**config.mk**
```make
export PLATFORM = sky130hd
export DESIGN_NAME = sync_fifo_rd_stream
export DESIGN_NICKNAME = d
export VERILOG_FILES = /design/src/rtl/sync_fifo_pkg.sv /design/src/rtl/rd_prefetch_buf.sv /design/src/rtl/sync_fifo_rd_stream.sv
export SDC_FILE = /design/constraint.sdc
export NUM_CORES = 1
export LEC_CHECK = 0
export BUFFER_PORTS_ARGS = -buffer_cell sky130_fd_sc_hd__buf_2
export CORE_MARGIN = 2
export CORE_UTILIZATION = 54
export DETAILED_ROUTE_END_ITERATION = 10
export PLACE_DENSITY = 0.77
export SLEW_MARGIN = 20
export SYNTH_ARGS = -nofsm -noshare
export SYNTH_HDL_FRONTEND = slang
export SYNTH_SLANG_ARGS = --single-unit
export TNS_END_PERCENT = 5
```
**constraint.sdc**
```tcl
create_clock -name clk -period 2.6 [get_ports clk]
set_input_delay 0.52 -clock clk [delete_from_list [all_inputs] [get_ports clk]]
set_output_delay 0.52 -clock clk [all_outputs]
set_load 0.02 [all_outputs]
```
**src/rtl/sync_fifo_pkg.sv**
```systemverilog
// Shared constants and types for the sync_fifo family.
//   PREFETCH_DEPTH : entries in the read-side prefetch buffer
//   CNT_W          : width of prefetch count / pointers
//   DEF_DATA_WIDTH : default payload width shared with sync_fifo
//   buf_ctl_t      : push/pop/clear strobes into the prefetch buffer
//   ptr_inc()      : circular pointer increment, wraps at PREFETCH_DEPTH
package sync_fifo_pkg;

  localparam int PREFETCH_DEPTH = 3;
  localparam int CNT_W          = 2;
  localparam int DEF_DATA_WIDTH = 8;

  // Depth at count+rd_pend width, so the credit compare stays width-exact.
  localparam logic [CNT_W:0] DEPTH_C = (CNT_W+1)'(PREFETCH_DEPTH);

  typedef struct packed {
    logic push;
    logic pop;
    logic clr;
  } buf_ctl_t;

  function automatic logic [CNT_W-1:0] ptr_inc(input logic [CNT_W-1:0] p);
    return (p == CNT_W'(PREFETCH_DEPTH-1)) ? '0 : p + CNT_W'(1);
  endfunction

endpackage

```
**src/rtl/rd_prefetch_buf.sv**
```systemverilog
// 3-entry circular prefetch buffer.
//   clk, rstn : clock, async active-low reset
//   ctl       : push (write wdata at tail), pop (advance head), clr (empty it)
//   wdata     : word to store on push
//   rdata     : word at head, straight from storage
//   count     : occupied entries 0..3
// clr wins over push/pop. The producer guarantees no push when full and
// no pop when empty.
module rd_prefetch_buf
  import sync_fifo_pkg::*;
#(
  parameter int DATA_WIDTH = DEF_DATA_WIDTH
) (
  input  logic                  clk,
  input  logic                  rstn,
  input  buf_ctl_t              ctl,
  input  logic [DATA_WIDTH-1:0] wdata,
  output logic [DATA_WIDTH-1:0] rdata,
  output logic [CNT_W-1:0]      count
);

  logic [PREFETCH_DEPTH-1:0][DATA_WIDTH-1:0] mem;
  logic [CNT_W-1:0]                          head, tail;

  always_ff @(posedge clk or negedge rstn) begin
    if (!rstn) begin
      mem   <= '0;
      head  <= '0;
      tail  <= '0;
      count <= '0;
    end else if (ctl.clr) begin
      // storage is left as-is; only the occupancy state is discarded
      head  <= '0;
      tail  <= '0;
      count <= '0;
    end else begin
      if (ctl.push) begin
        mem[tail] <= wdata;
        tail      <= ptr_inc(tail);
      end
      if (ctl.pop) head <= ptr_inc(head);
      if (ctl.push && !ctl.pop)      count <= count + CNT_W'(1);
      else if (!ctl.push && ctl.pop) count <= count - CNT_W'(1);
    end
  end

  assign rdata = mem[head];

endmodule

```
**src/rtl/sync_fifo_rd_stream.sv**
```systemverilog
// Read-side adapter for sync_fifo: turns the registered-read interface into
// a first-word-fall-through valid/ready stream with a 3-entry prefetch.
//   clk, rstn  : clock shared with sync_fifo, async active-low reset
//   fifo_empty : upstream empty flag
//   fifo_dout  : upstream data, valid the cycle after an accepted read
//   fifo_r_en  : upstream read request
//   flush      : synchronous discard of buffered and in-flight words
//   m_valid, m_data, m_ready : output stream
//   level      : words held in the prefetch buffer
// Reads are issued on credit (count + rd_pend < depth) from registered state
// only, so m_ready never reaches fifo_r_en combinationally.
module sync_fifo_rd_stream
  import sync_fifo_pkg::*;
#(
  parameter int DATA_WIDTH = DEF_DATA_WIDTH
) (
  input  logic                  clk,
  input  logic                  rstn,
  input  logic                  fifo_empty,
  input  logic [DATA_WIDTH-1:0] fifo_dout,
  output logic                  fifo_r_en,
  input  logic                  flush,
  output logic                  m_valid,
  output logic [DATA_WIDTH-1:0] m_data,
  input  logic                  m_ready,
  output logic [CNT_W-1:0]      level
);

  logic             rd_pend;
  logic [CNT_W-1:0] count;
  logic [CNT_W:0]   credit;
  buf_ctl_t         ctl;

  // words committed to the buffer: stored plus the one returning this cycle
  assign credit    = {1'b0, count} + {{CNT_W{1'b0}}, rd_pend};
  // rstn term drops the request immediately on async reset
  assign fifo_r_en = rstn & ~flush & ~fifo_empty & (credit < DEPTH_C);

  // fifo_r_en is already low under flush, so this also clears rd_pend then
  always_ff @(posedge clk or negedge rstn) begin
    if (!rstn) rd_pend <= 1'b0;
    else       rd_pend <= fifo_r_en;
  end

  // a word returning during flush is dropped by gating push
  always_comb begin
    ctl      = '0;
    ctl.clr  = flush;
    ctl.push = rd_pend & ~flush;
    ctl.pop  = m_valid & m_ready & ~flush;
  end

  rd_prefetch_buf #(.DATA_WIDTH(DATA_WIDTH)) u_buf (
    .clk   (clk),
    .rstn  (rstn),
    .ctl   (ctl),
    .wdata (fifo_dout),
    .rdata (m_data),
    .count (count)
  );

  assign m_valid = (count != '0);
  assign level   = count;

endmodule

```
Word-level counts from Yosys, hierarchy flattened --
Index checks and enable logic that the tools add are counted. W data, S select, Z words.
Storage, ports and cells: flip-flop bits (word level) 31, input port bits 13, output and inout bits 12, logic and storage cells 50
Operators by class: add/subtract/negate cells 5, $lt $le $gt $ge 4, equality and inequality tests 2, mux-type cells 14, bitwise operators 8, reductions and logical operators 10
Operators by type and width (count):
- $bwmux W24 | 1
- $mux W2 | 9
- $bmux W8 S2 | 1
- $demux W8 S2 | 1
- $mux W8 | 2
- $add A2 B1 Y2 const B | 3
- $and A1 B1 Y1 | 6
- $lt A2 B3 Y1 const B | 2
- $reduce_bool A2 Y1 | 3
- $eq A2 B2 Y1 const B | 2
- $add A2 B1 Y3 | 1
- $logic_and A1 B1 Y1 | 3
- $lt A3 B2 Y1 const B | 1
- $reduce_bool A3 Y1 | 1
- $ge A2 B1 Y1 const B | 1
- $logic_not A1 Y1 | 2
- $not A1 Y1 | 2
- $reduce_and A2 Y1 | 1
- $sub A2 B1 Y2 const B | 1

Logic depth before layout (Yosys ltp) --
Gate-level depths: netlist of run 1.
depth after elaboration 7, mapped depth 4, depth with buffers taken out 4

Cells and area by module --
A second synthesis of run 1 with hierarchy kept.
Unflattened totals: cell total of the unflattened synthesis 114, area, all modules 1475.2 µm²
Modules (own cells, without submodules):
- rd_prefetch_buf | times used 1, cells each 106, area each 1385.1 µm², sequential area each 750.7 µm²
- sync_fifo_rd_stream | times used 1, cells each 8, area each 90.1 µm², sequential area each 25.0 µm²

Worst setup path after synthesis of run 1 --
OpenSTA, ideal clock, no wires.
path kind register to output, from register u_buf.count[0], to output fifo_r_en, arrival 1847 ps, required time 2080 ps, path slack 233 ps, stages on the path, launching flop included 5, buffers on the path 0, cells stage by stage dfrtp_1 -> ha_1 -> ha_1 -> or4b_2 -> a21oi_1
Between the ends: word-level cells in the longest chain between the ends 3
Ends and longest elaborated chain:
- start, declared | line rd_prefetch_buf.sv:19 | output logic [CNT_W-1:0] count
- start signal, assigned | line rd_prefetch_buf.sv:42 | if (ctl.push && !ctl.pop) count <= count + CNT_W'(1);
- start signal, assigned | line rd_prefetch_buf.sv:43 | else if (!ctl.push && ctl.pop) count <= count - CNT_W'(1);
- $add A2 B1 Y3 | line sync_fifo_rd_stream.sv:35 | assign credit = {1'b0, count} + {{CNT_W{1'b0}}, rd_pend};
- $lt A3 B2 Y1 | line sync_fifo_rd_stream.sv:37 | assign fifo_r_en = rstn & ~flush & ~fifo_empty & (credit < DEPTH_C);
- $and A1 B1 Y1 | line sync_fifo_rd_stream.sv:37
- end, declared | line sync_fifo_rd_stream.sv:21 | output logic fifo_r_en,
No other way between the ends.

Final worst setup path of run 1 --
Same ends and word-level chain as after synthesis.

==> impl_metrics.yaml, run 1 <==
placed_design:
  port_buffers: 24
  preCtsSetupSlack_ps: 282
  placed_cells: 170
  place_congestion: 0.805
  dp_hpwl_mm: 2.07
finish:
  diodes: 0
  register_area_um2: 777
  syn2layout_area_growth_pct: 23.3
  num-fill-cells: 190
  layout.cells.non_filler: 189
  drive_above_1_share: 0.503
  multiInputGateArea_um2: 683
  nets: 173
die:
  fp.dieW_um: 56.0
  core_area_um2: 2520
  num_rows: 18
  dieArea_um2: 3140
  num_io_pins: 25
  initial_utilization: 0.579
  fp.dieH_um: 56.0
global_routing:
  grt.overflow.total: 0
  grt_usage: 0.220
  antenna_found_initial: 0
  grt_pass1_vias: 1102
  grt_pass1_wl_mm: 5.11
  grt_start_max_net_pins: 32
sta:
  max_freq_mhz: 410
  final_max_slew_viol_count: 0
  hold_viol: 0
  period_needed_ps: 2440
  fin_ws_ps: 158
  rsz0062_at_grt: "false"
  setup_violations: 0
  min_period_over_period: 0.939
  tns_ps: 0
  slew_headroom: 0.667
  fin_skew_ps: 7.88
  tightest_slew_ps: 498
clock_tree:
  clock_sinks: 31
  tritoncts: "built"
  cts-root-buf: "clkbuf_4"
  clk_path_buf_depth: 2
  clkTransAtPathRegs_ps: 100
  ctsHoldBuffers: 0
  cts-buffers-inserted: 5
  clk_latency_ps: 340
  h-tree-depth: 2
detailed_routing:
  via_per_inst: 5.57
  wl_per_cell_um: 16.7
  drt_iter0_drc: 26
  drt_pass1_iterations: 4
  drc: 0
  drt_wl_total_mm: 3.16
  postRouteAntennaNets: 0
  vias: 1053
critical_path:
  cp-start-kind: "register"
  slowest_delay_ps: 480
  worstPathMaxFanout: 5
  critical_path_class: "reg2out"
  endpoint_kind: "output pin"
  crit_arrival_ps: 1920
  path_cells: "ha_2 -> ha_1 -> or4b_4 -> a21oi_2 -> buf_4"
  required_ps: 2080
  cp.buffers_inverters: 1
  cp_slowest_cell: "or4b_4"
  crit_family: "simple AND/OR/NAND/NOR gates"
yosys:
  synth-edff-count: 0
  yosys.area_share.simple: 0.140
  yosysSeqAreaShare: 0.531
  synth_flop_cell: "dfrtp_1"
  synth_top_family_by_area: "multiplexers"
  synth_nets: 130
  synth_compound_area_frac: 0.0565
  synth_area_per_cell_um2: 12.7
  synth_area_um2: 1460
  syn-instance-count: 115
  synthXorXnorAreaFrac: 0
  ys_async_sr_fraction: 1.00
  synth.area.mux_share: 0.247
  synth_adder_area_share: 0.0171
  yosysUniqueCellTypes: 25
  synth-seq-cells: 31
  yosysWarningCount: 0
power_and_ir_drop:
  powerDensity_nw_per_um2: 619
  ir_worst_vdd_mv: 0.482
  p_leak_uw: 0.000858
  power_uw: 1120
run_status:
  status: "completed"
hold_path:
  hold_class: "in2async"
job:
  maxCapViolCount: 0
cell type report:
| cell class | count | share of cell area |
|---|---|---|
| Sequential cell | 31 | 0.431 |
| Tap cell | 30 | 0.0208 |
| Multi-Input combinational cell | 81 | 0.379 |
| Clock buffer | 8 | 0.0382 |
| Timing Repair Buffer | 39 | 0.131 |
per-stage QoR:
step | util | cell area (µm²) | hold slack [ps]
CTS | 0.709 | 1790 | 228
global placement | 0.649 | 1640 | 488
floorplan | - | 1460 | 224
finish | 0.714 | 1800 | 215
detailed placement | 0.649 | 1640 | 495
global route | 0.714 | 1800 | 245
layer usage:
metal	global-route usage	vias to the layer above	routed length [µm]
met2	0.366	29	1630
met4	0.0850	0	54
met1	0.263	519	1280
met5	0	-	0
met3	0.0744	8	185
li1	-	497	-
cell usage after synthesis, types with 2 or more instances:
master / count / share of area
a21oi_1: 5 / 0.017
dfrtp_1: 31 / 0.53
ha_1: 2 / 0.017
mux2_2: 24 / 0.18
mux2i_1: 9 / 0.062
nand2_1: 10 / 0.026
nand2b_1: 2 / 0.0086
nor2_1: 4 / 0.010
nor2b_1: 2 / 0.0086
nor3b_4: 2 / 0.026
o21ai_0: 10 / 0.034
layout by cell type, fill, tap and decap left out, types with 4 or more instances in the layout:
master and n:
dfrtp_1 30, mux2_2 24, buf_2 23, buf_4 16, nand2_1 10, o21ai_0 10
mux2i_1 9, clkbuf_4 5, a21oi_1 4, nor2_1 4
sequential cells by signal (all words and copies together) (netlist names):
name,count
rd_pend,1
u_buf.mem,24
u_buf.head,2
u_buf.tail,2
u_buf.count,2
power by group:
| part | internal [µW] | switching (µW) |
|---|---|---|
| logic | 105 | 115 |
| registers | 538 | 32.3 |
| clock network | 159 | 167 |
| total | 802 | 314 |
final timing paths:
path / slack (ps) / end / start / cells after the start
setup / recovery: 160 / fifo_r_en / u_buf.count[0] / 5
hold / removal: 220 / u_buf.mem[21] / rstn / 2
setup reg to reg: 170 / rd_pend / u_buf.count[0] / 14
hold reg to reg: 510 / u_buf.mem[0] / u_buf.mem[0] / 1
max in group asynchronous: 2080 / u_buf.count[0] / rstn / 2
min in group clk: 430 / u_buf.mem[8] / fifo_dout[0] / 2
timing repair:
action,CTS,global route
gates cloned,0,0
buffers inserted,10,1
setup endpoints to repair,1,2
resized for setup,3,2
cells by family (layout without fill, tap and decap cells):
logic type,Yosys count,after routing
muxes,33,33
DFF,31,31
and+or+nand+nor,30,30
AOI/OAI and AO/OA,16,16
buffers and inverters,3,47
adders and majority gates,2,2
No activity file was read; power rests on OpenSTA's default activity.
==> inputs of run 2 (changes only) <==
--- a/config.mk
+++ b/config.mk
@@ -13,5 +13,6 @@
 export SLEW_MARGIN = 20
 export SYNTH_ARGS = -nofsm -noshare
 export SYNTH_HDL_FRONTEND = slang
+export SYNTH_HIERARCHICAL = 1
 export SYNTH_SLANG_ARGS = --single-unit
 export TNS_END_PERCENT = 5
==> impl_metrics.yaml, run 2 <==
run_status:
  status: "completed"
global_routing:
  antenna_found_initial: 0
  grt_start_max_net_pins: 32
  grt_pass1_wl_mm: 4.74
  grt.overflow.total: 0
  grt_usage: 0.199
  grt_pass1_vias: 993
sta:
  max_freq_mhz: 406
  min_period_over_period: 0.947
  setup_violations: 0
  tightest_slew_ps: 505
  tns_ps: 0
  final_max_slew_viol_count: 0
  holdWs_ps: 202
  period_needed_ps: 2460
  fin_ws_ps: 137
  hold_viol: 0
  rsz0062_at_grt: "false"
  slew_headroom: 0.663
  fin_skew_ps: 5.70
yosys:
  synth_common_cells: "dfrtp_1 (31), mux2_2 (23), mux2i_1 (11)"
  yosysWarningCount: 6
  yosysSeqAreaShare: 0.526
  ys_async_sr_fraction: 1.00
  synth_flop_cell: "dfrtp_1"
  synth-seq-cells: 31
  syn-instance-count: 114
  synth-edff-count: 0
  synth_nets: 129
  yosysMostFrequentCell: "dfrtp_1"
  yosysUniqueCellTypes: 26
  yosys.area.top_type: "dfrtp_1"
  synth_area_um2: 1480
  synth_top_area_share: 0.526
  synth_area_per_cell_um2: 12.9
  synth_area_leaders: "dfrtp_1 (53%), mux2_2 (18%), mux2i_1 (7.5%)"
critical_path:
  endpoint_kind: "output pin"
  worstPathMaxFanout: 6
  r2r_setup_slack_ps: 910
  crit_arrival_ps: 1940
  cp-start-kind: "register"
  required_ps: 2080
  r2r_start: "rd_pend"
  reg2reg_depth: 4
  rr_endpoint: "u_buf/mem[22]"
  critical_path_class: "reg2out"
job:
  maxCapViolCount: 0
power_and_ir_drop:
  powerDensity_nw_per_um2: 588
  ir_worst_vdd_mv: 0.514
  p_leak_uw: 0.000808
  power_uw: 1010
placed_design:
  place_congestion: 0.862
  preCtsSetupSlack_ps: 464
  port_buffers: 24
  dp_hpwl_mm: 1.86
  placed_area_um2: 1650
detailed_routing:
  vias: 966
  wl_met1_mm: 1.21
  maxUsedRoutingLayer: "met4"
  via_per_inst: 5.49
  drc: 0
  wl_met3_um: 137
  wl_per_cell_um: 15.1
  drt_wl_total_mm: 2.66
  drt_iter0_drc: 13
  drt_pass1_iterations: 4
  postRouteAntennaNets: 0
  wl_met2_mm: 1.27
clock_tree:
  clock_sinks: 31
  h-tree-depth: 2
  cts-buffers-inserted: 5
  cts-root-buf: "clkbuf_4"
  clk_latency_ps: 330
  tritoncts: "built"
  clkTransAtPathRegs_ps: 100
  clk_path_buf_depth: 2
finish:
  final_cell_area_um2: 1710
  layout_common_cells: "dfrtp_1 (30), buf_2 (23), mux2_2 (23), mux2i_1 (11), o21ai_0 (9)"
  multiInputGateArea_um2: 686
  top_register: "u_buf/mem"
  largest_register_ffs: 24
  syn2layout_area_growth_pct: 15.9
  nets: 160
  diodes: 0
  register_area_um2: 777
  drive_above_1_share: 0.466
  final_common_cell: "dfrtp_1"
  num-fill-cells: 193
die:
  core_area_um2: 2520
  fp.dieW_um: 56.3
  fp.dieH_um: 56.3
  num_rows: 18
  num_io_pins: 25
  initial_utilization: 0.585
  dieArea_um2: 3170
hold_path:
  hold_class: "in2async"
run 2: worst max-delay path, cell delays in order, from the launching register on:
cell and delay [ps]:
dfrtp_2 450, ha_1 210, ha_1 170, or4b_1 480, a21oi_2 140, buf_4 160
run 2: layer usage:
layer  GRT usage  up-vias
li1            -      464
met1       0.260      476
met2       0.309       21
met3      0.0645        5
met4      0.0748        0
met5           0        -
run 2: kinds of logic after synthesis:
family | after synthesis | share of synthesized area
compound gates | 11 | 0.0373
xor+xnor | 2 | 0.0119
fa+ha+maj | 2 | 0.0170
buf+inv | 4 | 0.0119
flops | 31 | 0.526
mux | 35 | 0.258
simple gates | 29 | 0.138
run 2: how the worst max path moves through the flow:
stage / slack, ps / endpoint / depth (start not counted) / start
finish: 140 / fifo_r_en / 5 / u_buf/count[0]
global route: 30 / fifo_r_en / 5 / u_buf/count[0]
CTS: 80 / fifo_r_en / 5 / u_buf/count[0]
detailed placement: 460 / u_buf/mem[22] / 5 / flush
global placement: 510 / u_buf/mem[19] / 5 / flush
floorplan: 370 / fifo_r_en / 4 / u_buf/count[0]
run 2: cell type report:
class | instances | share of cell area
timing repair buffer | 28 | 0.0892
clock buffer | 5 | 0.0219
sequential | 31 | 0.454
tap | 30 | 0.0219
clock inverter | 3 | 0.0117
multi-input combinational | 79 | 0.401
run 2: power breakdown:
| part | switching [µW] | internal (µW) |
|---|---|---|
| Combinational | 107 | 83.9 |
| Clock | 167 | 103 |
| Sequential | 23.2 | 521 |
run 2: repair_timing:
action | CTS | global route
setup buffers | 0 | 0
gates resized for setup | 0 | 3
endpoints found under the hold margin | 0 | 0
endpoints found under the setup margin | 0 | 1
hold buffers | 0 | 0
run 2: metrics by stage:
step                instances  utilization
floorplan                 114            -
global placement          168        0.652
detailed placement        168        0.652
CTS                       176        0.675
global route              176        0.678
finish                    176        0.678
==> inputs of run 3 (changes only) <==
==> constraint.sdc (replaced) <==
create_clock -name clk -period 2.6 [get_ports clk]
set_input_delay 0.39 -clock clk [delete_from_list [all_inputs] [get_ports clk]]
set_output_delay 0.39 -clock clk [all_outputs]
set_load 0.02 [all_outputs]
==> impl_metrics.yaml, run 3 (synthesized netlist as in run 2, its figures left out) <==
sta:
  rsz0062_at_grt: "false"
  fin_skew_ps: 12.4
  min_period_over_period: 0.912
  hold_viol: 0
  fin_ws_ps: 228
  period_needed_ps: 2370
  final_max_slew_viol_count: 0
  slew_headroom: 0.664
  max_freq_mhz: 422
  tns_ps: 0
  tightest_slew_ps: 504
  setup_violations: 0
global_routing:
  grt_pass1_wl_mm: 4.53
  grt_usage: 0.184
  antenna_found_initial: 0
  grt_pass1_vias: 945
  grt.overflow.total: 0
  grt_start_max_net_pins: 32
clock_tree:
  tritoncts: "built"
  cts-root-buf: "clkbuf_4"
  clk_latency_ps: 310
  clkTransAtPathRegs_ps: 100
  h-tree-depth: 2
  clk_path_buf_depth: 2
  cts_setup_buffers: 0
  cts-buffers-inserted: 5
  ctsHoldBuffers: 0
  cts_resized: 0
  clock_sinks: 31
critical_path:
  cpMostUsedCell: "ha_1"
  worstSetupPathDepth: 5
  endpoint_kind: "output pin"
  reg2reg_depth: 4
  slowest_delay_ps: 460
  crit_arrival_ps: 1980
  path_cells: "ha_1 -> ha_1 -> or4b_1 -> a21oi_1 -> buf_2"
  cp.buffers_inverters: 1
  cp_slowest_cell: "or4b_1"
  cp-start-kind: "register"
  critical_path_class: "reg2out"
  crit_family: "simple AND/OR/NAND/NOR gates"
  worstPathMaxFanout: 6
  required_ps: 2210
finish:
  drive_above_1_share: 0.434
  num-fill-cells: 189
  top_register: "u_buf/mem"
  nets: 159
  syn2layout_area_growth_pct: 14.4
  layout_common_cells: "dfrtp_1 (31), buf_2 (24), mux2_2 (23), mux2i_1 (11), o21ai_0 (9)"
  fin_util: 0.669
  diodes: 0
  largest_register_ffs: 24
  final_common_cell: "dfrtp_1"
  final_cell_area_um2: 1690
die:
  num_rows: 18
  fp.dieW_um: 56.3
  dieArea_um2: 3170
  core_area_um2: 2520
  initial_utilization: 0.585
  fp.dieH_um: 56.3
  num_io_pins: 25
power_and_ir_drop:
  p_clk_frac: 0.263
  powerDensity_nw_per_um2: 590
  internal-power_uw: 709
  p_seq_frac: 0.547
  power_uw: 996
  switchingPower_uw: 287
  combinationalPowerShare: 0.190
  swShare: 0.288
  p_leak_uw: 0.000807
  ir_worst_vdd_mv: 0.611
detailed_routing:
  via_per_inst: 5.48
  wl_per_cell_um: 15.4
  postRouteAntennaNets: 0
  drt_pass1_iterations: 4
  drt_wl_total_mm: 2.69
  drt_iter0_drc: 23
  vias: 959
  drc: 0
placed_design:
  preCtsSetupSlack_ps: 582
  placed_area_um2: 1640
  place_congestion: 0.836
  port_buffers: 24
  dp_hpwl_mm: 1.84
job:
  maxCapViolCount: 0
run_status:
  status: "completed"
hold_path:
  hold_class: "in2async"
run 3: changes by cell type in the layout (fill, tap and decap cells not counted):
cell / before / now
dfrtp_2: 1 / 0
a21oi_1: 1 / 2
clkinvlp_4: 2 / 0
buf_4: 5 / 3
dfrtp_1: 30 / 31
a21oi_2: 1 / 0
clkbuf_1: 0 / 2
buf_2: 23 / 24
run 3: power groups by stage:
stage	logic, µW	clock network, µW	registers, µW
floorplan	122	0	549
global placement	185	0	551
detailed placement	190	0	554
CTS	192	268	545
global route	206	293	550
finish	189	262	545
run 3: metrics by stage:
| stage | hold slack, ps | instances |
|---|---|---|
| 2_1_floorplan | 94.4 | 114 |
| 3_3_place_gp | 447 | 167 |
| 3_5_place_dp | 450 | 167 |
| 4_1_cts | 105 | 175 |
| 5_1_grt | 124 | 175 |
| 6_report | 95.6 | 175 |
run 3: final timing paths:
kind | slack (ps) | endpoint | startpoint
setup / recovery | 230 | fifo_r_en | u_buf/count[0]
min in group clk | 320 | rd_pend | fifo_empty
hold reg to reg | 500 | u_buf/mem[14] | u_buf/mem[14]
max in group asynchronous | 2210 | u_buf/mem[23] | rstn
hold / removal | 100 | u_buf/count[1] | rstn
setup reg to reg | 880 | u_buf/mem[16] | rd_pend
run 3: cell type report:
class,instances,area (µm²),area share
tap,30,37.5,0.0222
clock buffer,7,45.0,0.0267
timing repair buffer,27,143,0.0845
clock inverter,1,5.00,0.00297
multi-input combinational,79,682,0.404
sequential,31,776,0.460
run 3: routing by layer:
layer,up-vias,wire length (µm),GRT usage
li1,462,-,-
met1,474,1230,0.253
met2,23,1320,0.304
met3,0,134,0.0415
met4,0,0,0.0306
met5,-,0,0
run 3: worst reg2reg max path, cell delays in order (launching register included):
cell	delay, ps
dfrtp_1	360
and2b_2	260
nand2b_4	110
nor3b_4	480
mux2_2	400
